--- config.mk ---
export PLATFORM = sky130hd
export DESIGN_NAME = ha_array_accum
export DESIGN_NICKNAME = d
export VERILOG_FILES = /design/src/rtl/ha_array_pkg.sv /design/src/rtl/ha_group_weight.sv /design/src/rtl/ha_array_accum.sv
export SDC_FILE = /design/constraint.sdc
export NUM_CORES = 1
export LEC_CHECK = 0
export CAP_MARGIN = 10
export CORE_ASPECT_RATIO = 0.5
export CORE_MARGIN = 2
export CORE_UTILIZATION = 35
export DETAILED_ROUTE_END_ITERATION = 8
export SYNTH_ARGS = -nofsm -noshare
export SYNTH_HDL_FRONTEND = slang
export SYNTH_HIERARCHICAL = 1
export SYNTH_SLANG_ARGS = --single-unit
--- constraint.sdc ---
create_clock -name clk -period 4.9 [get_ports clk]
set_input_delay 1.47 -clock clk [delete_from_list [all_inputs] [get_ports clk]]
set_output_delay 1.47 -clock clk [all_outputs]
set_load 0.05 [all_outputs]
--- src/rtl/ha_array_pkg.sv ---
// Shared types and sizes for the 8x8 approximate multiplier final-addition stage.
package ha_array_pkg;
    localparam int N_GROUPS    = 4;
    localparam int B_W         = 7;
    localparam int T_W         = 9;
    localparam int OUT_W       = 16;
    localparam int GROUP_SUM_W = 10;
    localparam int SUM_W       = 17;

    typedef logic [GROUP_SUM_W-1:0] group_sum_t;

    typedef struct packed {
        logic [B_W-1:0] b;
        logic [T_W-1:0] t;
    } grp_in_t;
endpackage

--- src/rtl/ha_group_weight.sv ---
// Per-group weighting: carry bits sit two places above the matching sum bits.
module ha_group_weight
    import ha_array_pkg::*;
(
    input  grp_in_t    grp,
    output group_sum_t g
);
    assign g = group_sum_t'(grp.t) + (group_sum_t'(grp.b) << 2);
endmodule

--- src/rtl/ha_array_accum.sv ---
// Two-stage valid/ready accumulator summing the four weighted ha_array groups.
// Define HA_ARRAY_ACCUM_SAT_EN to saturate product to 16'hFFFF on overflow.
module ha_array_accum
    import ha_array_pkg::*;
(
    input  logic             clk,
    input  logic             rst,
    input  logic             in_valid,
    output logic             in_ready,
    input  logic [B_W-1:0]   ha_array_0_b,
    input  logic [B_W-1:0]   ha_array_1_b,
    input  logic [B_W-1:0]   ha_array_2_b,
    input  logic [B_W-1:0]   ha_array_3_b,
    input  logic [T_W-1:0]   ha_array_0_t,
    input  logic [T_W-1:0]   ha_array_1_t,
    input  logic [T_W-1:0]   ha_array_2_t,
    input  logic [T_W-1:0]   ha_array_3_t,
    output logic             out_valid,
    input  logic             out_ready,
    output logic [OUT_W-1:0] product,
    output logic             ovf
);
    localparam int STAGES = 2;

    logic [STAGES:1]   vld_q;
    logic [STAGES:0]   vld_pipe;
    logic              s1_adv, s2_adv;
    grp_in_t    [N_GROUPS-1:0] grp;
    group_sum_t [N_GROUPS-1:0] g_comb, g_q;
    logic [SUM_W-1:0]  sum;
    logic [OUT_W-1:0]  prod_next;

    assign vld_pipe = {vld_q, in_valid};

    assign grp[0] = '{b: ha_array_0_b, t: ha_array_0_t};
    assign grp[1] = '{b: ha_array_1_b, t: ha_array_1_t};
    assign grp[2] = '{b: ha_array_2_b, t: ha_array_2_t};
    assign grp[3] = '{b: ha_array_3_b, t: ha_array_3_t};

    for (genvar k = 0; k < N_GROUPS; k++) begin : g_weight
        ha_group_weight u_gw (.grp(grp[k]), .g(g_comb[k]));
    end

    // in_ready depends only on state and out_ready, never on in_valid.
    assign s2_adv   = !vld_pipe[2] || out_ready;
    assign s1_adv   = s2_adv || !vld_pipe[1];
    assign in_ready = s1_adv;

    // Group k lands two bit positions above group k-1.
    always_comb begin
        sum = '0;
        for (int k = 0; k < N_GROUPS; k++)
            sum = sum + (SUM_W'(g_q[k]) << (2 * k));
    end

`ifdef HA_ARRAY_ACCUM_SAT_EN
    assign prod_next = sum[SUM_W-1] ? '1 : sum[OUT_W-1:0];
`else
    assign prod_next = sum[OUT_W-1:0];
`endif

    always_ff @(posedge clk) begin
        if (rst) begin
            vld_q   <= '0;
            g_q     <= '0;
            product <= '0;
            ovf     <= 1'b0;
        end else begin
            if (s1_adv) vld_q[1] <= vld_pipe[0];
            if (s1_adv && vld_pipe[0]) g_q <= g_comb;
            if (s2_adv) vld_q[2] <= vld_pipe[1];
            if (s2_adv && vld_pipe[1]) begin
                product <= prod_next;
                ovf     <= sum[SUM_W-1];
            end
        end
    end

    assign out_valid = vld_pipe[2];
endmodule

# After elaboration in Yosys (flattened, before gate mapping)
# Cells that the tools add are included.
[word_totals]
reg_bits = 59
inputBits = 68
output_inout_bits = 19
word_cells = 21
[classes]
add_sub_neg = 7
reduce_logical = 6
[op_table]
columns = ["op", "count"]
rows = [
  ["9-bit by 9-bit adder with 10-bit output", 4],
  ["15-bit by 16-bit adder with 17-bit output", 1],
  ["13-bit by 14-bit adder with 15-bit output", 1],
  ["10-bit by 12-bit adder with 13-bit output", 1],
  ["1-bit logical AND", 2],
  ["1-bit zero test", 2],
  ["1-bit logical OR", 2],
]

# Longest topological paths before layout
[depth]
word_depth = 4
ltp_mapped = 11
ltp_nobuf = 11

# Cells and area by module
# Netlist, hierarchy kept.
[modules_own_cells]
columns = ["module", "instances", "cells_each", "area_per_inst_um2", "seq_area_each_um2"]
rows = [
  ["ha_array_accum", 1, 389, 3128.0, 1181.1],
  ["ha_group_weight", 4, 39, 301.5, 0.0],
]

# Worst setup path after synthesis
# OpenSTA, ideal clock, no wires.
[synth_path]
path_kind = "input -> output"
from = "input port out_ready"
to = "output port in_ready"
t_arrival_ns = 1.955
required_ns = 3.430
setup_slack_ns = 1.475
cell_stages = 2
path_buffers = 0
path_cell_list = "nor2b_2 > nand2_1"
[synth_via]
elab_chain_len = 2
[synth_lines]
columns = ["element", "line_no", "text"]
rows = [
  ["start: declaration", "ha_array_accum.sv:19", "input logic out_ready,"],
  ["1-bit logical OR", "ha_array_accum.sv:45", "assign s2_adv = !vld_pipe[2] || out_ready;"],
  ["1-bit logical OR", "ha_array_accum.sv:46", "assign s1_adv = s2_adv || !vld_pipe[1];"],
  ["end: declaration", "ha_array_accum.sv:9", "output logic in_ready,"],
]
# Every way passes these cells.

# Worst setup path in the final report
# Ends and elaborated chain as after synthesis.

==> run_results.csv <==
group,metric,value,unit
critical_path,worstSetupPathType,"in -> out",
critical_path,arrival,2970,ps
run,maxCapViolCount,0,
hold_path,hold_path.class,"reg -> reg",
route,firstDrtPassIters,4,
global_routing,grt_first_pass_wirelength,15.8,mm
sta,setup_viol,0,
cts,holdBufCountCts,0,
sta,max_slew_margin,30.7,%
route,routed_wl,9.17,mm
cells_and_area,syn_to_final_growth,29.6,%
cells_and_area,diodes,0,
power_and_ir_drop,p_leak,2.38,nW
sta,rsz0062_at_grt,"false",
cells_and_area,fillers,1209,
place,dp_hpwl,7.33,mm
yosys,ys_ff_latch,59,
yosys,yosys.area.top_type_share,27.3,%
cells_and_area,final_nets,756,
yosys,async_reset_ff_share,0,%
outcome,status,"complete, no violations",
floorplanning,start_util,36.3,%
yosys,yosysTopAreaCell,"dfxtp_1",
global_routing,grt_max_degree,46,
critical_path,crit_slowest_cell,"clkdlybuf4s50_1",
sta,maxSlewViolCount,0,
route,viasPerCell,4.69,
critical_path,max_stage_delay,720,ps
power_and_ir_drop,power_density,309,nW/um2
critical_path,startpoint_type,"input pin",
critical_path,cp_max_fo,5,
cts,post_cts_buffers,0,
yosys,post-synth-top-count-cell,"nand2_1",
yosys,synth_area_leaders,"dfxtp_1, ha_1, nand2_1, a21oi_1, fa_1",
cts,cts_tree,"built",
sta,fin_crit,4440,ps
floorplanning,die_y,82.7,um
route,vias,3703,
global_routing,grt_usage,15.0,%
yosys,synthesis.nets,682,
cts,h-tree-depth,3,
critical_path,endpoint_kind,"output port",
critical_path,crit_buf_inv,2,
place,port_buffers,86,
sta,final.setup.tns,0,ps
critical_path,worstPathRequired,3430,ps
yosys,netlist_area,4330,um2
cts,clk_latency,340,ps
floorplanning,die_area,13300,um2
floorplanning,fp.coreArea,11900,um2
cts,clock-root-buffer,"clkbuf_16",
sta,tightestPinTransition,1040,ps
yosys,syn-instance-count,545,
yosys,synth-seq-area-share,27.3,%
critical_path,crit_top_cell,"clkdlybuf4s50_1",
global_routing,grt_pass1_vias,3385,
floorplanning,die_x,161,um
floorplanning,boundaryPins,87,
global_routing,grt-ovfl-total,0,
cts,numCtsBuffers,9,
cts,cts_sinks,59,
critical_path,crit_chain,"clkdlybuf4s50_1 -> nor2b_2 -> nand2_1 -> clkdlybuf4s50_1",
route,drc,0,
floorplanning,rows,28,
sta,max_freq,225,MHz
route,drt-initial-drc-count,199,
route,ant_nets,0,
yosys,synth-edff-count,0,
sta,min_period_over_period,90.7,%
yosys,synth.distinct_cells,45,
yosys,yosysWarnings,6,
cts,post_cts_resized,0,
yosys,synth_ff_type,"dfxtp_1",
sta,hold_violations,0,
place,gp_congestion,0.856,
sta,finClkSkew,7.35,ps
yosys,postSynthAreaPerCell,7.95,um2
critical_path,crit_family,"buffers and inverters",
yosys,synthTopCellsByCount,"nand2_1, a21oi_1, inv_1",
cells_and_area,fin_util,47.0,%
power_and_ir_drop,ir_drop,174,uV
cts,path_clk_slew,50,ps
route,routedWlPerCell,11.6,um
cells_and_area,drive_above_1_share,5.45,%
global_routing,antenna_found_initial,0,
cts,clockBufferDepth,2,
## layout by cell type (no fill, tap or decap), drive strengths merged, types with 2 or more instances in the layout
cell type,n
nand2,111
clkdlybuf4s50,85
a21oi,76
inv,68
dfxtp,59
ha,52
nor2b,20
o21ai,20
fa,17
xnor2,15
nor2,13
clkbuf,9
nor3,8
mux2i,5
a21o,4
or3,4
o211ai,4
a311oi,4
o21a,4
o31a,4
a221oi,4
and2,4
buf,4
nand3b,3
nand3,3
clkinvlp,3
a32o,2
nand4b,2
bufinv,2
clkinv,2
and4,2
a211oi,2
## layer usage
layer	wire length, um	track usage [%]	vias up
met5	0	0	-
met4	114	4.82	0
met3	412	3.80	10
met2	3560	21.9	72
met1	5080	21.5	1660
li1	-	-	1961
## cell families after synthesis
family,synth area share [%]
and+or+nand+nor,18.0
AOI/OAI and AO/OA,18.8
buffers and inverters,8.89
adders and majority gates,22.9
DFF,27.3
xor gates and xnor gates,3.03
muxes,1.15
## registers in the layout (all words and copies together) (netlist names)
register	cells
vld_q	2
g_q	40
ovf	1
product	16
## report_power, final
group,internal (mW),switching [mW]
clock,0.442,0.230
sequential,0.519,0.0204
combinational,0.234,0.289
## final timing paths
check / startpoint / endpoint / slack (ps) / depth (start not counted)
max: out_ready / in_ready / 460 / 4
min: product[7] / product[7] / 450 / 2
max reg2reg: g_q[12] / ovf / 1960 / 11
min reg2reg: product[7] / product[7] / 450 / 2
## stage by stage
step / total power [mW] / cell area, um2 / setup slack (ps) / instances / hold slack (ps)
floorplan: 0.919 / 4330 / 1470 / 545 / 432
global placement: 1.07 / 5300 / 472 / 773 / 444
detailed placement: 1.07 / 5300 / 451 / 773 / 447
CTS: 1.75 / 5620 / 452 / 789 / 454
global route: 1.85 / 5620 / 400 / 789 / 467
finish: 1.73 / 5620 / 458 / 789 / 448
## worst min-delay path, cell delays in order (launching register included)
cell	delay, ps
dfxtp_1	300
nand2_1	50
a21oi_1	50
## cell type report
| cell class | instances | area, um2 | area share, % |
|---|---|---|---|
| inverters | 68 | 255 | 4.54 |
| clock buffers | 9 | 225 | 4.01 |
| well taps | 165 | 206 | 3.67 |
| repair buffers | 89 | 878 | 15.6 |
| clock inverters | 7 | 92.6 | 1.65 |
| multi-input cells | 392 | 2780 | 49.5 |
| flip-flops and latches | 59 | 1180 | 21.0 |
Power figures use the tool's default switching activity.
